[src/rtl/params.sv]
// Shared constants, grid geometry and ant-scan state encoding
// for the render_fetch pixel feeder.
package params;

  localparam int SIGNAL_bits     = 17;
  localparam int SIGNAL_DISP_MIN = 0;
  localparam int SIGNAL_DISP_MAX = (1 << SIGNAL_bits) - 1;

  localparam int GRID_COLS = 160;
  localparam int GRID_ROWS = 120;
  localparam int H_ACTIVE  = 640;
  localparam int V_ACTIVE  = 480;

  typedef enum logic [2:0] {
    S_IDLE,
    S_CLEAR,
    S_SCAN,
    S_DRAIN,
    S_SWAP
  } ant_scan_state_t;

endpackage

[src/rtl/ant_row_scanner.sv]
// Builds the ant-occupancy bitmap for one grid row during hblank.
// Optional sticky overrun flag: SCAN_OVERRUN_FLAG_EN.
module ant_row_scanner
  import params::*;
#(
  parameter int GRID_W = 160,
  parameter int N_ANTS = 64
) (
  input  logic       Clk,
  input  logic       Reset,
  input  logic       hblank_start,
  input  logic [6:0] next_row,
  input  logic [7:0] ant_x,
  input  logic [6:0] ant_y,
  input  logic       ant_alive,
  input  logic [7:0] rd_col,
  output logic [5:0] ant_addr,
  output logic       front_bit,
  output logic       scan_overrun
);

  ant_scan_state_t   state;
  logic [GRID_W-1:0] bmp [2];
  logic              front_sel;
  logic [6:0]        row_q;
  logic              abort;
  logic              hit;

  assign abort = hblank_start &&
                 (state inside {S_CLEAR, S_SCAN, S_DRAIN});

  assign hit = ant_alive && (ant_y == row_q) &&
               (int'(ant_x) < GRID_W);

  // Front row read for the pixel path; off-grid columns read 0.
  assign front_bit = (int'(rd_col) < GRID_W) ?
                     bmp[front_sel][rd_col] : 1'b0;

  // Scan FSM: clear back row, sweep the ant table, then swap.
  // Every entry seen in SCAN/DRAIN is a real table entry, so any
  // overlap between issue and return just ORs a duplicate in.
  always_ff @(posedge Clk or posedge Reset) begin
    if (Reset) begin
      state     <= S_IDLE;
      front_sel <= 1'b0;
      row_q     <= '0;
      ant_addr  <= '0;
      bmp[0]    <= '0;
      bmp[1]    <= '0;
    end else begin
      case (state)
        S_IDLE: begin
          if (hblank_start) begin
            row_q <= next_row;
            state <= S_CLEAR;
          end
        end
        S_CLEAR: begin
          bmp[~front_sel] <= '0;
          ant_addr        <= '0;
          state           <= S_SCAN;
        end
        S_SCAN: begin
          if (hit) bmp[~front_sel][ant_x] <= 1'b1;
          ant_addr <= ant_addr + 6'd1;
          if (ant_addr == 6'(N_ANTS - 1))
            state <= S_DRAIN;
        end
        S_DRAIN: begin
          if (hit) bmp[~front_sel][ant_x] <= 1'b1;
          state <= S_SWAP;
        end
        S_SWAP: begin
          front_sel <= ~front_sel;
          if (hblank_start) begin
            row_q <= next_row;
            state <= S_CLEAR;
          end else begin
            state <= S_IDLE;
          end
        end
        default: state <= S_IDLE;
      endcase
      if (abort) begin
        row_q <= next_row;
        state <= S_CLEAR;
      end
    end
  end

`ifdef SCAN_OVERRUN_FLAG_EN
  // Sticky: a new blank arrived before the previous scan finished.
  always_ff @(posedge Clk or posedge Reset) begin
    if (Reset)      scan_overrun <= 1'b0;
    else if (abort) scan_overrun <= 1'b1;
  end
`else
  assign scan_overrun = 1'b0;
`endif

endmodule

[src/rtl/render_fetch.sv]
// Pixel-coordinate to render-flag pipeline (2-cycle latency).
// Optional sticky overrun flag: SCAN_OVERRUN_FLAG_EN.
module render_fetch
  import params::*;
#(
  parameter int CELL_SHIFT = 2,
  parameter int GRID_W     = 160,
  parameter int GRID_H     = 120,
  parameter int N_ANTS     = 64,
  parameter int NEST_CX    = 80,
  parameter int NEST_CY    = 60,
  parameter int NEST_R     = 3
) (
  input  logic                   Clk,
  input  logic                   Reset,
  input  logic [9:0]             DrawX,
  input  logic [9:0]             DrawY,
  input  logic                   draw_valid_in,
  input  logic                   hblank_start,
  input  logic [6:0]             next_row,
  output logic [5:0]             ant_addr,
  input  logic [7:0]             ant_x,
  input  logic [6:0]             ant_y,
  input  logic                   ant_alive,
  output logic [14:0]            sig_addr,
  input  logic [SIGNAL_bits-1:0] sig_data,
  input  logic                   sugar_data,
  output logic                   renderSugar,
  output logic                   renderNest,
  output logic                   renderAnt,
  output logic [SIGNAL_bits-1:0] renderSignal,
  output logic                   draw_valid_out,
  output logic                   scan_overrun
);

  logic [9:0]         col0;
  logic [9:0]         row0;
  logic [14:0]        addr0;
  logic               v0;
  logic signed [10:0] dx;
  logic signed [10:0] dy;
  logic signed [10:0] lim;
  logic               nest0;
  logic               front_bit;

  logic v1;
  logic dv1;
  logic nest1;
  logic ant1;

  assign col0 = DrawX >> CELL_SHIFT;
  assign row0 = DrawY >> CELL_SHIFT;

  assign addr0 = ({5'b0, row0} << 7) + ({5'b0, row0} << 5) +
                 {5'b0, col0};

  assign v0 = draw_valid_in &&
              (DrawX < 10'(H_ACTIVE)) &&
              (DrawY < 10'(V_ACTIVE)) &&
              (int'(col0) < GRID_W) &&
              (int'(row0) < GRID_H);

  assign dx    = 11'({1'b0, col0}) - 11'(NEST_CX);
  assign dy    = 11'({1'b0, row0}) - 11'(NEST_CY);
  assign lim   = 11'(NEST_R);
  assign nest0 = (dx >= -lim) && (dx <= lim) &&
                 (dy >= -lim) && (dy <= lim);

  ant_row_scanner #(
    .GRID_W (GRID_W),
    .N_ANTS (N_ANTS)
  ) u_scan (
    .Clk          (Clk),
    .Reset        (Reset),
    .hblank_start (hblank_start),
    .next_row     (next_row),
    .ant_x        (ant_x),
    .ant_y        (ant_y),
    .ant_alive    (ant_alive),
    .rd_col       (col0[7:0]),
    .ant_addr     (ant_addr),
    .front_bit    (front_bit),
    .scan_overrun (scan_overrun)
  );

  // Stage 1: RAM address plus per-pixel flags awaiting RAM data.
  always_ff @(posedge Clk or posedge Reset) begin
    if (Reset) begin
      sig_addr <= '0;
      v1       <= 1'b0;
      dv1      <= 1'b0;
      nest1    <= 1'b0;
      ant1     <= 1'b0;
    end else begin
      sig_addr <= addr0;
      v1       <= v0;
      dv1      <= draw_valid_in;
      nest1    <= nest0;
      ant1     <= front_bit;
    end
  end

  // Stage 2: aligned outputs; invalid pixels render nothing.
  always_ff @(posedge Clk or posedge Reset) begin
    if (Reset) begin
      renderSignal   <= '0;
      renderSugar    <= 1'b0;
      renderNest     <= 1'b0;
      renderAnt      <= 1'b0;
      draw_valid_out <= 1'b0;
    end else begin
      renderSignal   <= v1 ? sig_data : '0;
      renderSugar    <= v1 & sugar_data;
      renderNest     <= v1 & nest1;
      renderAnt      <= v1 & ant1;
      draw_valid_out <= dv1;
    end
  end

endmodule

[config.mk]
export PLATFORM = sky130hd
export DESIGN_NAME = render_fetch
export DESIGN_NICKNAME = d
export VERILOG_FILES = /design/src/rtl/params.sv /design/src/rtl/ant_row_scanner.sv /design/src/rtl/render_fetch.sv
export SDC_FILE = /design/constraint.sdc
export NUM_CORES = 1
export LEC_CHECK = 0
export CAP_MARGIN = 10
export CORE_ASPECT_RATIO = 0.8
export CORE_MARGIN = 2
export CORE_UTILIZATION = 30
export CTS_CLUSTER_SIZE = 24
export DETAILED_ROUTE_END_ITERATION = 7
export GPL_TIMING_DRIVEN = 0
export MAX_ROUTING_LAYER = met4
export PLACE_DENSITY = 0.51
export SYNTH_ARGS = -nofsm -noshare
export SYNTH_HDL_FRONTEND = slang
export SYNTH_HIERARCHICAL = 1
export SYNTH_SLANG_ARGS = --single-unit
[constraint.sdc]
create_clock -name Clk -period 18.7 [get_ports Clk]
set_clock_uncertainty 0.1 [all_clocks]
set_input_delay 4.675 -clock Clk [delete_from_list [all_inputs] [get_ports Clk]]
set_output_delay 4.675 -clock Clk [all_outputs]
set_load 0.03 [all_outputs]
* Word level (Yosys, flattened, before mapping)
Cells that the tools add are included.
W data, S select, Z words.
** Word-level totals
- Register bits after elaboration :: 377
- Bits in latches :: 0
- RAM bits :: 0
- ROM bits :: 0
- Input port bits :: 65
- Output and inout port bits :: 43
- Word-level logic and storage cells :: 101
- Memories :: 0
** Operators by class
- $add $sub $neg :: 5
- $mul :: 0
- Divide/modulo/power cells :: 0
- Order comparisons :: 15
- Equal/unequal tests :: 9
- Shifts and indexed selects :: 0
- Multiplexer cells :: 24
- Bitwise gates (word level) :: 9
- Reductions and logical operators :: 23
** Operators by type and width (count)
- $mux W160 :: 5
- $pmux W320 S2 :: 1
- $and A320 B320 Y320 :: 1
- $demux W160 S1 :: 2
- $mux W320 :: 1
- $not A320 Y320 :: 1
- $or A320 B320 Y320 :: 1
- $mux W7 :: 3
- $ge A9 B3 Y1 const B :: 2
- $le A9 B3 Y1 const B :: 2
- $lt A8 B9 Y1 const B :: 2
- $mux W17 :: 1
- $lt A8 B8 Y1 const B :: 2
- $add A15 B13 Y15 :: 1
- $add A15 B8 Y15 :: 1
- $pmux W3 S5 :: 1
- $logic_and A1 B1 Y1 :: 12
- $pmux W6 S2 :: 1
- $lt A10 B10 Y1 const B :: 1
- $lt A10 B9 Y1 const B :: 1
- $mux W3 :: 3
- $sub A8 B6 Y9 const B :: 1
- $sub A8 B7 Y9 const B :: 1
- $bmux W1 S8 :: 1
- other kinds (22) :: 37

* Longest topological paths before layout
Gate-level depths: netlist of run 1.
- Word-level depth :: 9
- Mapped depth :: 10
- Mapped depth without buffers :: 9

* Modules after synthesis
Netlist of run 1, hierarchy kept.
** Modules (own cells, without submodules)
- ant_row_scanner :: instances 1, cells an instance 1396, area each 15055.7 sq um, seq. area each 8433.1 sq um
- render_fetch :: instances 1, cells an instance 173, area each 1955.6 sq um, seq. area each 1001.0 sq um

* Worst setup path after synthesis of run 1
OpenSTA, ideal clock, no wires.
- Path kind :: in2reg
- From :: input port DrawX[2]
- To :: register ant1
- Library setup time :: 0.131 ns
- Arrival :: 6.370 ns
- Required time :: 18.469 ns
- Slack :: 12.098 ns
- Stages :: 8
- Path buffers :: 2
- Cells stage by stage :: buf_6 > buf_12 > mux4_1 > mux4_2 > o22ai_2 > nor3_1 > o31ai_1 > o211ai_1
** Between the ends
- Longest elaborated chain between the ends :: 3
- Elaborated cells between the ends (all ways) :: 4
- Those cells by class :: 1 x order compare; 3 x mux
** RTL lines
- from (decl) :: line render_fetch.sv:16 : input logic [9:0] DrawX,
- $bmux W1 S8 :: line ant_row_scanner.sv:37 : bmp[front_sel][rd_col] : 1'b0;
- $mux W1 (implied by the code) :: line ant_row_scanner.sv:37
- $mux W1 (*) :: line ant_row_scanner.sv:36 : assign front_bit = (int'(rd_col) < GRID_W) ?
- via front_bit :: line render_fetch.sv:44 : logic front_bit;
- to (signal assigned) :: line render_fetch.sv:99 : ant1 <= front_bit;
- to (decl) :: line render_fetch.sv:49 : logic ant1;
The timed path passes the listed nets; every way through them passes the cells marked *. The select of a mux whose other input is x is not followed.
A chain may end at the register's enable or synchronous reset.

* Worst setup path after layout of run 1
- From :: input port DrawX[3]
- To :: register ant1
The elaborated chain is that of the path after synthesis.

==> flow_summary.json, run 1 <==
{
  "power.ir.vdd_worst_v": 0.00005522,
  "slew-limit-headroom_pct": 12.07,
  "final_antenna_net_count": 0,
  "vias": 13220,
  "root_buffer": "sky130_fd_sc_hd__clkbuf_16",
  "yosys_warning_total": 6,
  "worst-slew-pin-transition_ps": 1319,
  "grt_use_total_pct": 20.18,
  "cts_inserted_buffers": 44,
  "cts_repair_resize_count": 0,
  "h-tree-depth": 2,
  "cts-root-to-sink-buffers": 3,
  "cell_pwr_density_nw_per_um2": 105.0,
  "fp.dieW_um": 270.2,
  "io-pin-count": 108,
  "critPathSlowestCell": "sky130_fd_sc_hd__clkdlybuf4s50_1",
  "clk-insertion-delay-late_ps": 580,
  "synth-compound-area-share_pct": 12.63,
  "finalNetCount": 1806,
  "max_freq_mhz": 131.9,
  "cts_tree": "yes",
  "finalMaxSlewViolations": 0,
  "post-route-period-util_pct": 40.53,
  "totalWireLength_um": 57140,
  "wl_per_cell_um": 22.76,
  "clkSlewWorstSetupHoldPaths_ps": 60,
  "layout_common_cells": "sky130_fd_sc_hd__dfrtp_1 (377), sky130_fd_sc_hd__nand2_1 (367), sky130_fd_sc_hd__o21ai_0 (342)",
  "grt_overflow_total": 0,
  "fraction_of_synthesized_area_in_multiplexers_pct": 12.69,
  "postSynthNetCount": 1658,
  "cp_peak_stage_delay_ps": 800,
  "worst_reg_to_reg_setup_slack_ps": 15280,
  "maximum_number_of_pins_on_one_net_before_global_route_repair": 117,
  "routabilityCongestion": 0.8696,
  "post_route_cells_drive_above_1_share_pct": 12.12,
  "final.hold.worst_slack_ps": 253.2,
  "yosysSeqAreaShare_pct": 55.46,
  "hold_viol": 0,
  "critical_path_buf_inv_count": 3,
  "hpwl_um": 38420,
  "preCtsSetupSlack_ps": 10600,
  "yosys.cell_types.count": 65,
  "startpoint_class": "primary input",
  "initial_utilization_pct": 30.16,
  "post_synth_inst_count": 1569,
  "critPathArrivalTime_ps": 7940,
  "syn2layout_area_growth_pct": 21.21,
  "run_status": "finished, final reports clean",
  "post_drt_via_cell_ratio": 5.268,
  "detail_route.first_pass.iterations": 5,
  "post-synth-top-area-fraction_pct": 55.46,
  "min-delay-path-class": "register to register",
  "critical_path_class": "primary input to register",
  "std_cell_rows": 78,
  "post_cts_setup_repair_buffer_count": 0,
  "synth_top_cells_by_area": "sky130_fd_sc_hd__dfrtp_1 (55%), sky130_fd_sc_hd__mux4_2 (12%), sky130_fd_sc_hd__o21ai_0 (10%)",
  "postSynthRegisterBits": 377,
  "post_synth_and_or_nand_nor_area_fraction_pct": 12.76,
  "placed_cells": 2431,
  "layout_commonest_cell": "sky130_fd_sc_hd__dfrtp_1",
  "period_minus_slack_ps": 7579,
  "vias_in_the_first_global_route": 12820,
  "die_area_um2": 58640,
  "final-instance-count-excl-fill": 2510,
  "synth_flop_cell": "sky130_fd_sc_hd__dfrtp_1",
  "synth-adder-area-share_pct": 1.853,
  "coreArea_um2": 56410,
  "crit_chain": "clkdlybuf4s50_1 -> buf_1 -> inv_1 -> nand2_1 -> o22ai_2 -> nor3_1 -> o31ai_1 -> o211ai_1",
  "post_synth.cell_area_avg_um2": 10.84,
  "synth-xor-area-share_pct": 0.8753,
  "fin_ws_ps": 11120,
  "synth_top_family_by_area": "simple AND/OR/NAND/NOR gates",
  "cp.required_ps": 19060,
  "timing.critical_path.to_type": "register",
  "port_buffers": 100,
  "post-synth-top-area-cell": "sky130_fd_sc_hd__dfrtp_1",
  "drt_drc_violations_left": 0,
  "unrepaired_setup_endpoints_after_global_routing": "false",
  "synth_edf_count": 0,
  "postSynth.asyncResetShare_pct": 100.0,
  "clock_sinks": 377,
  "antenna_found_initial": 5,
  "cts_hold_repair.buffers": 0,
  "synth.cell_area_um2": 17010,
  "maxCapViolCount": 0,
  "critical_path_peak_fanout": 10,
  "critPathTopFamily": "buffers and inverters",
  "drt_iter0_markers": 1458,
  "setup_tns_ps": 0,
  "grt_pass1_wl_um": 85100,
  "finalSetupViolations": 0,
  "p_leak_nw": 8.596,
  "dieHeight_um": 217.0
}
[sequential cells by signal, indices dropped and copies added, names as in the netlist]
| name | count |
|---|---|
| renderNest | 1 |
| u_scan/bmp | 320 |
| renderAnt | 1 |
| renderSignal | 17 |
| ant1 | 1 |
| u_scan/state | 3 |
| sig_addr | 15 |
| u_scan/row_q | 7 |
| dv1 | 1 |
| u_scan/front_sel | 1 |
| draw_valid_out | 1 |
| renderSugar | 1 |
| v1 | 1 |
| nest1 | 1 |
| u_scan/ant_addr | 6 |
[worst register-to-register path, stage by stage (launching register included)]
cell	delay, ps
sky130_fd_sc_hd__dfrtp_1	320
sky130_fd_sc_hd__buf_4	200
sky130_fd_sc_hd__buf_2	370
sky130_fd_sc_hd__buf_2	420
sky130_fd_sc_hd__nand2b_1	160
sky130_fd_sc_hd__clkbuf_1	340
sky130_fd_sc_hd__clkbuf_1	690
sky130_fd_sc_hd__clkbuf_1	490
sky130_fd_sc_hd__nand2_1	130
sky130_fd_sc_hd__o21ai_0	100
[stage by stage]
| stage | power [mW] | utilization (%) | cell area, um2 |
|---|---|---|---|
| 2_1_floorplan | 1.087 | - | 17010 |
| 3_3_place_gp | 1.233 | 33.62 | 18960 |
| 3_5_place_dp | 1.239 | 33.73 | 19030 |
| 4_1_cts | 2.182 | 36.55 | 20620 |
| 5_1_grt | 2.247 | 36.55 | 20620 |
| 6_report | 2.166 | 36.55 | 20620 |
[cell type report]
class	count	area (um2)
fill	5634	35790
antenna	1	2.502
clock inverter	20	305.3
timing repair buffer	102	1056
multi-input combinational	1046	6947
tap	760	950.9
inverter	20	82.58
sequential	377	9434
clock buffer	58	1286
buffer	126	555.5
[cells by family after synthesis]
family	count (synthesis)
AND/OR/NAND/NOR	499
AO/OA/AOI/OAI	402
flip-flops	377
buffers and inverters	146
multiplexers	103
adder cells (fa/ha/maj)	24
XOR/XNOR	17
other	1
[path summary, 6_finish.rpt]
| path | from | end | cells after the start |
|---|---|---|---|
| max in group asynchronous | Reset | u_scan/bmp[277] | 3 |
| worst max register to register | u_scan/front_sel | u_scan/bmp[11] | 9 |
| min in group asynchronous | Reset | u_scan/bmp[146] | 2 |
| worst max-delay path | DrawX[3] | ant1 | 8 |
| worst min-delay path | dv1 | draw_valid_out | 0 |
| worst min register to register | dv1 | draw_valid_out | 0 |
[per-layer routing]
layer	global-route usage [%]	part of all wire (%)
met1	28.20	45
met4	5.433	2.4
met2	29.46	45
met3	4.734	8.1
met5	-	0
[report_power, final]
group / total (mW) / internal (mW) / switching (mW)
registers: 0.863 / 0.847 / 0.0157
logic: 0.367 / 0.107 / 0.260
clock network: 0.936 / 0.581 / 0.355
total: 2.17 / 1.53 / 0.631
[cell usage after synthesis, drive strengths merged (2+ instances only)]
library cell  count
nor3b             6
nand3b            3
nor4b             5
nor4              2
and3              4
o2111ai           2
mux4             89
clkbuf           98
nand2b            7
nand2           367
nor2             22
mux2              9
mux2i             5
o31ai             2
nand4             6
nor2b            13
a31oi             4
ha               22
nor3             11
or2               2
o22ai             8
and2             21
and2b             2
a21oi            13
o211ai            4
nand3            22
a22oi            11
xor2              3
a41oi             3
dfrtp           377
inv              19
fa                2
buf              28
xnor2            14
o21ai           343
o221ai            2
Power figures use the tool's default switching activity.
==> run 2: changes to the inputs <==
--- a/config.mk
+++ b/config.mk
@@ -13,7 +13,7 @@
 export DETAILED_ROUTE_END_ITERATION = 7
 export GPL_TIMING_DRIVEN = 0
 export MAX_ROUTING_LAYER = met4
-export PLACE_DENSITY = 0.51
+export PLACE_DENSITY = 0.53
 export SYNTH_ARGS = -nofsm -noshare
 export SYNTH_HDL_FRONTEND = slang
 export SYNTH_HIERARCHICAL = 1
==> constraint.sdc (replaced) <==
create_clock -name Clk -period 6.4 [get_ports Clk]
set_clock_uncertainty 0.1 [all_clocks]
set_input_delay 1.6 -clock Clk [delete_from_list [all_inputs] [get_ports Clk]]
set_output_delay 1.6 -clock Clk [all_outputs]
set_load 0.03 [all_outputs]
==> flow_summary.json, run 2 (synthesized netlist as in run 1, its figures left out) <==
{
  "run_status": "finished, final reports clean",
  "hold_viol": 0,
  "drt_drc_violations_left": 0,
  "fin_ws_ps": 1644,
  "maximum_number_of_pins_on_one_net_before_global_route_repair": 43,
  "slew-limit-headroom_pct": 5.169,
  "timing.hold.worst_endpoint": "draw_valid_out",
  "cts_hold_repair.buffers": 0,
  "switchingPower_mw": 1.798,
  "port_buffers": 100,
  "worst-slew-pin-transition_ps": 1422,
  "final_antenna_net_count": 0,
  "post-route-period-util_pct": 74.31,
  "critical_path_peak_fanout": 10,
  "vias": 13210,
  "post_route_cells_drive_above_1_share_pct": 11.79,
  "max_freq_mhz": 210.3,
  "internal-power_mw": 4.211,
  "power.ir.vdd_worst_v": 0.0001446,
  "std_cell_rows": 78,
  "reg.largest.list": "u_scan/bmp: 320 flops, renderSignal: 17 flops, sig_addr: 15 flops",
  "grt_overflow_total": 0,
  "dr_wl_met2_um": 25790,
  "finalMaxSlewViolations": 0,
  "die_area_um2": 58640,
  "clock_sinks": 377,
  "switching_share_pct": 29.92,
  "antennaDiodeCount": 0,
  "io-pin-count": 108,
  "cts_repair_resize_count": 0,
  "grt_use_total_pct": 20.12,
  "r2r_start": "u_scan/front_sel",
  "cts_inserted_buffers": 43,
  "highest-signal-layer": "met4",
  "coreArea_um2": 56410,
  "detail_route.first_pass.iterations": 8,
  "dieHeight_um": 217.0,
  "cell_pwr_density_nw_per_um2": 293.0,
  "critical_path_class": "primary input to register",
  "finalNetCount": 1812,
  "layout_common_cells": "sky130_fd_sc_hd__dfrtp_1 (377), sky130_fd_sc_hd__nand2_1 (367), sky130_fd_sc_hd__o21ai_0 (342)",
  "final_core_utilization_pct": 36.36,
  "layout_commonest_cell": "sky130_fd_sc_hd__dfrtp_1",
  "hpwl_um": 39160,
  "root_buffer": "sky130_fd_sc_hd__clkbuf_16",
  "grt_pass1_wl_um": 86040,
  "clkSlewWorstSetupHoldPaths_ps": 50,
  "crit-reg2reg-capture": "u_scan/bmp[294]",
  "unrepaired_setup_endpoints_after_global_routing": "false",
  "clock_network_power_share_pct": 40.0,
  "preCtsSetupSlack_ps": 1125,
  "post_drt_via_cell_ratio": 5.253,
  "worstRegToRegCells": 8,
  "cp.required_ps": 6740,
  "largest_reg_flops": 320,
  "totalWireLength_um": 56890,
  "antenna_found_initial": 2,
  "timing.critical_path.to_type": "register",
  "p_comb_share_pct": 18.0,
  "p_leak_nw": 8.542,
  "max_flop_register": "u_scan/bmp",
  "min-delay-path-class": "register to register",
  "setup_tns_ps": 0,
  "min_from": "dv1",
  "finalSetupViolations": 0,
  "cts_tree": "yes",
  "maxCapViolCount": 0,
  "cts-root-to-sink-buffers": 3,
  "met3WireLength_um": 4277,
  "critPathArrivalTime_ps": 5090,
  "syn2layout_area_growth_pct": 20.57,
  "detail_route.wirelength.met1_um": 25350,
  "drt_iter0_markers": 1224,
  "post_cts_setup_repair_buffer_count": 0,
  "hold_path_depth": 0,
  "initial_utilization_pct": 30.16,
  "h-tree-depth": 2,
  "seq_power_share_pct": 42.0,
  "wl_per_cell_um": 22.62,
  "routabilityCongestion": 0.8735,
  "vias_in_the_first_global_route": 13200,
  "startpoint_class": "primary input",
  "period_minus_slack_ps": 4756,
  "clk-insertion-delay-late_ps": 580,
  "fp.dieW_um": 270.2,
  "worst_reg_to_reg_setup_slack_ps": 2970
}
-- run 2: worst max path at each step --
stage / start / end / slack (ps) / depth (start not counted)
after floorplan: Reset / u_scan/ant_addr[0] / 200 / 1
after global placement: Reset / u_scan/bmp[68] / -2110 / 2
after detailed placement: DrawX[3] / ant1 / 1130 / 8
after CTS: DrawX[3] / ant1 / 1700 / 8
after global routing: DrawX[3] / ant1 / 1600 / 8
final: DrawX[3] / ant1 / 1640 / 8
-- run 2: routing by layer --
layer,global-route usage (%),up-vias
met5,-,-
met4,6.225,0
met3,3.696,100
met2,30.18,487
met1,27.79,6832
li1,-,5793
-- run 2: critical path, cell delays in order --
cell                              delay (ps)
sky130_fd_sc_hd__clkdlybuf4s50_1         830
sky130_fd_sc_hd__buf_1                   910
sky130_fd_sc_hd__inv_1                   460
sky130_fd_sc_hd__nand2_1                 340
sky130_fd_sc_hd__o22ai_2                 160
sky130_fd_sc_hd__nor3_1                  320
sky130_fd_sc_hd__o31ai_1                 140
sky130_fd_sc_hd__o211ai_1                310
-- run 2: power by group through the flow --
stage                     logic (mW)  registers, mW  clock network [mW]
final                           1.08           2.52                2.41
after global placement          1.04           2.56                   0
after detailed placement        1.07           2.56                   0
after CTS                       1.07           2.52                2.46
after floorplan                0.576           2.60                   0
after global routing            1.15           2.53                2.55
-- run 2: through the flow --
step,hold WS [ps],power [mW],cells,area [um2]
after CTS,262.8,6.046,2515,20510
after global placement,233.8,3.602,2429,18970
after global routing,264.0,6.234,2515,20510
final,257.1,6.009,2515,20510
after detailed placement,250.5,3.630,2438,19150
after floorplan,231.2,3.178,1569,17020
-- run 2: final cells by class --
cell class | count | area [um2]
plain buffers | 126 | 555.5
clock buffers | 65 | 1239
clock inverters | 12 | 123.9
fillers | 5609 | 35900
inverters | 20 | 78.83
multi-input cells | 1046 | 6947
flip-flops and latches | 377 | 9434
well taps | 760 | 950.9
repair buffers | 109 | 1181
